**config.mk**
```make
export PLATFORM = sky130hd
export DESIGN_NAME = inert_spi_seq_flat
export DESIGN_NICKNAME = d
export VERILOG_FILES = /design/src/rtl/inert_spi_seq_if.sv /design/src/rtl/inert_spi_seq.sv /design/src/flat_wrapper.sv
export SDC_FILE = /design/constraint.sdc
export NUM_CORES = 1
export LEC_CHECK = 0
export ABC_AREA = 0
export ABC_CLOCK_PERIOD_IN_PS = 2200
export CORE_ASPECT_RATIO = 1.25
export CORE_MARGIN = 3
export CORE_UTILIZATION = 50
export CTS_BUF_LIST = sky130_fd_sc_hd__clkbuf_16
export DETAILED_ROUTE_END_ITERATION = 10
export GPL_TIMING_DRIVEN = 0
export PLACE_DENSITY = 0.79
export SLEW_MARGIN = 10
export SYNTH_ARGS = -nofsm -noshare
export SYNTH_HDL_FRONTEND = slang
export SYNTH_SLANG_ARGS = --single-unit
```
**constraint.sdc**
```tcl
create_clock -name clk -period 2.2 [get_ports clk]
set_input_delay 0.22 -clock clk [delete_from_list [all_inputs] [get_ports clk]]
set_output_delay 0.22 -clock clk [all_outputs]
set_load 0.05 [all_outputs]
```
**src/rtl/inert_spi_seq_if.sv**
```systemverilog
// SPI monarch command bus between the inertial sequencer (master) and the SPI monarch (slave).
interface inert_spi_seq_if;
  localparam int unsigned DATA_W = 16;

  logic              snd;
  logic [DATA_W-1:0] cmd;
  logic              done;
  logic [DATA_W-1:0] resp;

  modport master (
    output snd,
    output cmd,
    input  done,
    input  resp
  );

  modport slave (
    input  snd,
    input  cmd,
    output done,
    output resp
  );
endinterface

```
**src/rtl/inert_spi_seq.sv**
```systemverilog
// Inertial sensor SPI sequencer: power-up wait, three config writes, then a yaw
// low/high read pair per data-ready interrupt, presented as one 16-bit sample.
module inert_spi_seq #(
  parameter int unsigned PWR_WAIT_W = 16,
  parameter logic [15:0] CFG0       = 16'h0D02,
  parameter logic [15:0] CFG1       = 16'h1160,
  parameter logic [15:0] CFG2       = 16'h1440,
  parameter logic [15:0] RD_YAWL    = 16'hA600,
  parameter logic [15:0] RD_YAWH    = 16'hA700
) (
  input  logic                  clk,
  input  logic                  rst_n,
  input  logic                  INT,
  inert_spi_seq_if.master       spi,
  output logic [15:0]           yaw,
  output logic                  vld,
  output logic                  init_done
);

  localparam int unsigned DATA_W = 16;
  localparam int unsigned BYTE_W = 8;

  typedef enum logic [2:0] {
    PWR_WAIT,
    CFG0_S,
    CFG1_S,
    CFG2_S,
    IDLE,
    RD_L,
    RD_H
  } state_e;

  state_e                state_q, state_d;
  logic [PWR_WAIT_W-1:0] cnt_q, cnt_d;
  logic                  cnt_full;

  logic                  int_ff1, int_ff2;
  logic                  done_q;
  logic                  done_rise;

  logic                  snd_q, snd_d;
  logic [DATA_W-1:0]     cmd_q, cmd_d;
  logic [DATA_W-1:0]     yaw_q, yaw_d;
  logic [BYTE_W-1:0]     yaw_l_q, yaw_l_d;
  logic                  vld_q, vld_d;
  logic                  init_q, init_d;

  logic [BYTE_W-1:0]     unused_resp_hi;

  assign unused_resp_hi = spi.resp[DATA_W-1:BYTE_W];
  assign cnt_full       = &cnt_q;

  // INT is asynchronous: two-flop synchroniser. done_q resets high so a done
  // level already present when reset releases is never seen as a completion.
  always_ff @(posedge clk or negedge rst_n) begin
    if (!rst_n) begin
      int_ff1 <= 1'b0;
      int_ff2 <= 1'b0;
      done_q  <= 1'b1;
    end else begin
      int_ff1 <= INT;
      int_ff2 <= int_ff1;
      done_q  <= spi.done;
    end
  end

  assign done_rise = spi.done & ~done_q;

  // State and registered outputs.
  always_ff @(posedge clk or negedge rst_n) begin
    if (!rst_n) begin
      state_q <= PWR_WAIT;
      cnt_q   <= '0;
      snd_q   <= 1'b0;
      cmd_q   <= '0;
      yaw_q   <= '0;
      yaw_l_q <= '0;
      vld_q   <= 1'b0;
      init_q  <= 1'b0;
    end else begin
      state_q <= state_d;
      cnt_q   <= cnt_d;
      snd_q   <= snd_d;
      cmd_q   <= cmd_d;
      yaw_q   <= yaw_d;
      yaw_l_q <= yaw_l_d;
      vld_q   <= vld_d;
      init_q  <= init_d;
    end
  end

  // Next state; every launch sets snd and the new cmd together, only from a state
  // whose previous transaction has just completed, so transactions never overlap.
  always_comb begin
    state_d = state_q;
    cnt_d   = cnt_q;
    snd_d   = 1'b0;
    cmd_d   = cmd_q;
    yaw_d   = yaw_q;
    yaw_l_d = yaw_l_q;
    vld_d   = 1'b0;
    init_d  = init_q;

    case (state_q)
      PWR_WAIT: begin
        if (cnt_full) begin
          state_d = CFG0_S;
          snd_d   = 1'b1;
          cmd_d   = CFG0;
        end else begin
          cnt_d = cnt_q + PWR_WAIT_W'(1);
        end
      end
      CFG0_S: begin
        if (done_rise) begin
          state_d = CFG1_S;
          snd_d   = 1'b1;
          cmd_d   = CFG1;
        end
      end
      CFG1_S: begin
        if (done_rise) begin
          state_d = CFG2_S;
          snd_d   = 1'b1;
          cmd_d   = CFG2;
        end
      end
      CFG2_S: begin
        if (done_rise) begin
          state_d = IDLE;
          init_d  = 1'b1;
        end
      end
      IDLE: begin
        if (int_ff2) begin
          state_d = RD_L;
          snd_d   = 1'b1;
          cmd_d   = RD_YAWL;
        end
      end
      RD_L: begin
        if (done_rise) begin
          yaw_l_d = spi.resp[BYTE_W-1:0];
          state_d = RD_H;
          snd_d   = 1'b1;
          cmd_d   = RD_YAWH;
        end
      end
      RD_H: begin
        // Both bytes land in yaw on the same edge so a reader never sees a torn sample.
        if (done_rise) begin
          yaw_d   = {spi.resp[BYTE_W-1:0], yaw_l_q};
          vld_d   = 1'b1;
          state_d = IDLE;
        end
      end
      default: begin
        state_d = PWR_WAIT;
      end
    endcase
  end

  assign spi.snd   = snd_q;
  assign spi.cmd   = cmd_q;
  assign yaw       = yaw_q;
  assign vld       = vld_q;
  assign init_done = init_q;

endmodule
```
**src/flat_wrapper.sv**
```systemverilog
// flat-port wrapper written by rule: the top's interface ports become plain ports
module inert_spi_seq_flat 
#(
  parameter int unsigned PWR_WAIT_W = 16,
  parameter logic [15:0] CFG0       = 16'h0D02,
  parameter logic [15:0] CFG1       = 16'h1160,
  parameter logic [15:0] CFG2       = 16'h1440,
  parameter logic [15:0] RD_YAWL    = 16'hA600,
  parameter logic [15:0] RD_YAWH    = 16'hA700
)
  (clk, rst_n, INT, yaw, vld, init_done, spi_snd, spi_cmd, spi_done, spi_resp);
  inert_spi_seq_if spi_i ();
  input  logic clk;
  input  logic rst_n;
  input  logic INT;
  output logic [15:0] yaw;
  output logic vld;
  output logic init_done;
  output wire logic [$bits(spi_i.snd)-1:0] spi_snd;
  output wire logic [$bits(spi_i.cmd)-1:0] spi_cmd;
  input wire logic [$bits(spi_i.done)-1:0] spi_done;
  input wire logic [$bits(spi_i.resp)-1:0] spi_resp;
  assign spi_snd = spi_i.snd;
  assign spi_cmd = spi_i.cmd;
  assign spi_i.done = spi_done;
  assign spi_i.resp = spi_resp;
  inert_spi_seq #(.PWR_WAIT_W(PWR_WAIT_W), .CFG0(CFG0), .CFG1(CFG1), .CFG2(CFG2), .RD_YAWL(RD_YAWL), .RD_YAWH(RD_YAWH)) u_core (.clk(clk), .rst_n(rst_n), .INT(INT), .spi(spi_i), .yaw(yaw), .vld(vld), .init_done(init_done));
endmodule
```
* After elaboration in Yosys (flattened, before gate mapping)
Index checks and enable logic that the tools add are counted. Widths: inputs -> output; s select.
Cells by class: bitwise logic cells 3, add/subtract/negate cells 1, eq/ne operators 12, reduce and logical (&&, ||, !) cells 11, muxes and demuxes 18
Operator list (number):
- $mux 16 | 5
- $pmux 16 s5 | 1
- $mux 3 | 6
- $pmux 3 s6 | 1
- $add 16x1->16 const B | 1
- $reduce_and 16->1 | 1
- $ne 2x1->1 const B | 6
- $reduce_and 6->1 | 2
- $eq 3x3->1 const B | 3
- $reduce_and 2->1 | 4
- $eq 3x2->1 const B | 2
- $reduce_bool 5->1 | 1
- $mux 1 | 4
- $eq 3x1->1 const B | 1
- $logic_not 3->1 | 1
- $pmux 1 s3 | 1
- $reduce_or 3->1 | 1
- $not 1->1 | 2
- $reduce_or 2->1 | 1
- $and 1x1->1 | 1
Word-level totals: input port bits 20, bits in registers 65, word-level logic and storage cells 56

* Logic depth before layout (Yosys ltp)
depth after elaboration 4, mapped depth 5

* Least setup slack after synthesis
Ideal clock, no wire load.
path kind register to register, from reg u_core.cnt_q[0], to reg u_core.cnt_q[1], cell stages (with the launch flop) 6, required time 2075 ps, path slack 457 ps, buffers on the path 0, library setup time 125 ps, arrival 1618 ps, cell sequence dfrtp_1 -> ha_1 -> nand4_4 -> nor4_4 -> nor2_2 -> mux2_4
Between the ends: longest elaborated chain between the ends 3, elaborated cells on any way between the ends 4, classes of those cells add/sub: 1; bitwise: 1; reduce/logical: 2
Ends and longest elaborated chain:
- start, declared | line inert_spi_seq.sv:34 | logic [PWR_WAIT_W-1:0] cnt_q, cnt_d;
- start signal, assigned | line inert_spi_seq.sv:82 | cnt_q <= cnt_d;
- parallel branches: the longest is 3 deep, another holds $add 16x1->16
Parallel ways; which one is timed is not known. A chain may end at the register's enable or synchronous reset.

* Final worst setup path
from in spi_done, to reg u_core.yaw_q[8], in the netlist u_core.yaw[8]
Between the ends: longest elaborated chain between the ends 2
Ends and longest elaborated chain:
- start, declared | line flat_wrapper.sv:21 | input wire logic [$bits(spi_i.done)-1:0] spi_done;
- $and 1x1->1 | line inert_spi_seq.sv:67 | assign done_rise = spi.done & ~done_q;
- $reduce_and 2->1 (no source line)
- end signal, assigned | line inert_spi_seq.sv:85 | yaw_q <= yaw_d;
- end, declared | line inert_spi_seq.sv:43 | logic [DATA_W-1:0] yaw_q, yaw_d;
Every way passes these cells.

==> impl_metrics.json <==
{
  "status": "finished clean",
  "cts_buffers": 5,
  "yosys_most_used_dff": "dfrtp_1",
  "fin_cells": 304,
  "fin_util": 0.687,
  "antenna_found_initial": 0,
  "synthAdderAreaFrac": 0.00918,
  "cts.sinks": 55,
  "clkPwrFrac": 0.207,
  "synth_top_family_by_area": "simple AND/OR/NAND/NOR gates",
  "fin_crit_sh": 0.889,
  "route.detailed.drc": 0,
  "worst_slew_pin_slew_ps": 611,
  "crit_type": "in2reg",
  "cts-root-buf": "clkbuf_16",
  "ant_nets": 0,
  "hold_class": "reg2reg",
  "drt_pass1_iterations": 4,
  "synth-simple-area-share": 0.167,
  "slew-limit-headroom": 0.590,
  "arrival_ps": 2130,
  "fmax_mhz": 511,
  "finClkSkew_ps": 5.18,
  "cp_max_fo": 10,
  "diodes": 0,
  "cts_tree": "done",
  "pin_count": 55,
  "synth_edf_count": 0,
  "switching_power_mw": 1.65,
  "p_leak_nw": 1.47,
  "async_reset_ff_frac": 1.00,
  "h-tree-depth": 2,
  "overflow": 0,
  "fp.coreArea_um2": 4560,
  "p_int_mw": 2.56,
  "endpoint_kind": "flip-flop",
  "nNetsFinal": 266,
  "yosys_warnings": 0,
  "vdd_ir_drop_max_uv": 952,
  "fin_crit_ps": 1960,
  "layout_common_cells": "dfrtp_1, clkdlybuf4s50_1, mux2_2",
  "via_per_inst": 5.22,
  "die_w_um": 68.6,
  "drive_gt1_frac": 0.240,
  "route.vias.total": 1588,
  "grt_usage": 0.162,
  "place_congestion": 0.721,
  "grtUsageMet1": 0.207,
  "yosysUniqueCellTypes": 44,
  "final_common_cell": "dfrtp_1",
  "grt_start_max_net_pins": 36,
  "seqPwrFrac": 0.366,
  "portBuffers": 40,
  "grt_pass1_vias": 1589,
  "synthXorXnorAreaFrac": 0.0536,
  "met2_usage": 0.244,
  "ys_seq_area_frac": 0.562,
  "finalHoldViolCount": 0,
  "syn_area_um2": 2450,
  "slew_violations": 0,
  "swShare": 0.393,
  "dieArea_um2": 5790,
  "grt-busiest-layer": "met2",
  "clkSlewWorstSetupHoldPaths_ps": 60,
  "drtIter0Drc": 54,
  "insertion_delay_ps": 290,
  "ys_seq_elements": 55,
  "maxCapViolCount": 0,
  "rsz0062_at_grt": "false",
  "dp_hpwl_mm": 2.99,
  "wl_per_cell_um": 14.0,
  "synthMuxAreaShare": 0.121,
  "post-place-cells": 295,
  "required_ps": 2380,
  "totalWireLength_mm": 4.27,
  "combinationalPowerShare": 0.427,
  "synth-compound-area-share": 0.0367,
  "synth.avg_cell_area_um2": 12.8,
  "grt_pass1_wl_mm": 7.19,
  "p_per_area_nw_per_um2": 1340,
  "met3_usage": 0.0710,
  "start_util": 0.538,
  "cts_buffer_depth": 2,
  "num_rows": 27,
  "synthCells": 191,
  "die_h_um": 84.3,
  "synthToLayoutAreaGrowth_pct": 27.8,
  "setup_violations": 0,
  "critPathLaunchType": "input port"
}
state kept, by name (all words and copies together), names as in the netlist:
name,cells
u_core.cnt_q,16
u_core.done_q,1
u_core.init_done,1
u_core.int_ff1,1
u_core.int_ff2,1
u_core.spi.cmd,6
u_core.spi.snd,1
u_core.state_q,3
u_core.vld,1
u_core.yaw,16
u_core.yaw_l_q,8
power groups by stage:
stage	Combinational [mW]	Clock, mW	Sequential [mW]
after CTS	1.82	0.891	1.54
after global routing	1.92	0.929	1.58
final	1.80	0.873	1.54
after detailed placement	1.80	0	1.55
after global placement	1.78	0	1.54
after floorplan	0.700	0	2.10
routing by layer:
layer | vias up | part of all wire
met5 | - | 0
met4 | 0 | 0.013
met3 | 6 | 0.074
met2 | 43 | 0.47
met1 | 771 | 0.44
li1 | 768 | -
worst max-delay path, cell delays in order:
cell             delay (ps)
clkdlybuf4s50_1         570
nand2b_1                150
nor3_2                  540
buf_4                   300
mux2_2                  350
Yosys cell counts, types with 2 or more instances:
cell type,n,area (um^2)
or3_1,2,12.5
dfrtp_1,54,1350
nor3_1,5,25.0
nand2b_1,2,12.5
nand2_1,13,48.8
xnor2_1,2,17.5
inv_1,4,15.0
xor2_1,13,114
o211ai_1,2,15.0
nand4_2,2,25.0
nand3_1,5,25.0
nand4_4,2,42.5
o21ai_0,2,10.0
nor2_1,5,18.8
nand4bb_1,2,22.5
mux2_2,24,270
buf_4,13,97.6
nor4_1,9,56.3
nand4_1,2,12.5
a21oi_1,3,15.0
nor2b_1,2,12.5
path summary, 6_finish.rpt:
check	from	end	slack [ps]	cells past startpoint
setup / recovery	spi_done	u_core.yaw[8]	240	5
hold / removal	u_core.int_ff1	u_core.int_ff2	350	0
setup reg to reg	u_core.state_q[0]	u_core.cnt_q[15]	280	5
hold reg to reg	u_core.int_ff1	u_core.int_ff2	350	0
max in group asynchronous	rst_n	u_core.done_q	1160	3
min in group asynchronous	rst_n	u_core.yaw[11]	430	2
area by class of cell:
cell class	count	area [um^2]
fill	335	1430
clock inverter	3	38.8
buffer	15	106
timing repair buffer	42	425
inverter	4	15.0
multi-input combinational	122	972
tap	58	72.6
sequential	55	1380
clock buffer	5	125
timing repair:
| action | in CTS | in global routing |
|---|---|---|
| hold buffers | 1 | 0 |
| buffers inserted | 0 | 0 |
| gates resized for setup | 0 | 0 |
| endpoints found under the hold margin | 20 | 0 |
metrics by stage:
| stage | TNS, ps | worst slack, ps | hold WS [ps] | area, um^2 | power [mW] |
|---|---|---|---|---|---|
| floorplan | 0 | 457 | -75.6 | 2470 | 2.80 |
| global placement | -42140 | -771 | 335 | 2940 | 3.32 |
| detailed placement | -480 | -61.8 | 204 | 2960 | 3.35 |
| CTS | 0 | 243 | 350 | 3130 | 4.25 |
| global route | 0 | 134 | 366 | 3130 | 4.43 |
| finish | 0 | 245 | 348 | 3130 | 4.21 |
kinds of logic (layout without fill, tap and decap cells):
group / count (synthesis) / after routing
AO/OA/AOI/OAI: 13 / 13
XOR/XNOR: 15 / 15
adder cells (fa/ha/maj): 2 / 2
buffers and inverters: 19 / 69
flip-flops: 55 / 55
multiplexers: 26 / 26
other: 1 / 6
AND/OR/NAND/NOR: 60 / 60
Power figures use the tool's default switching activity.
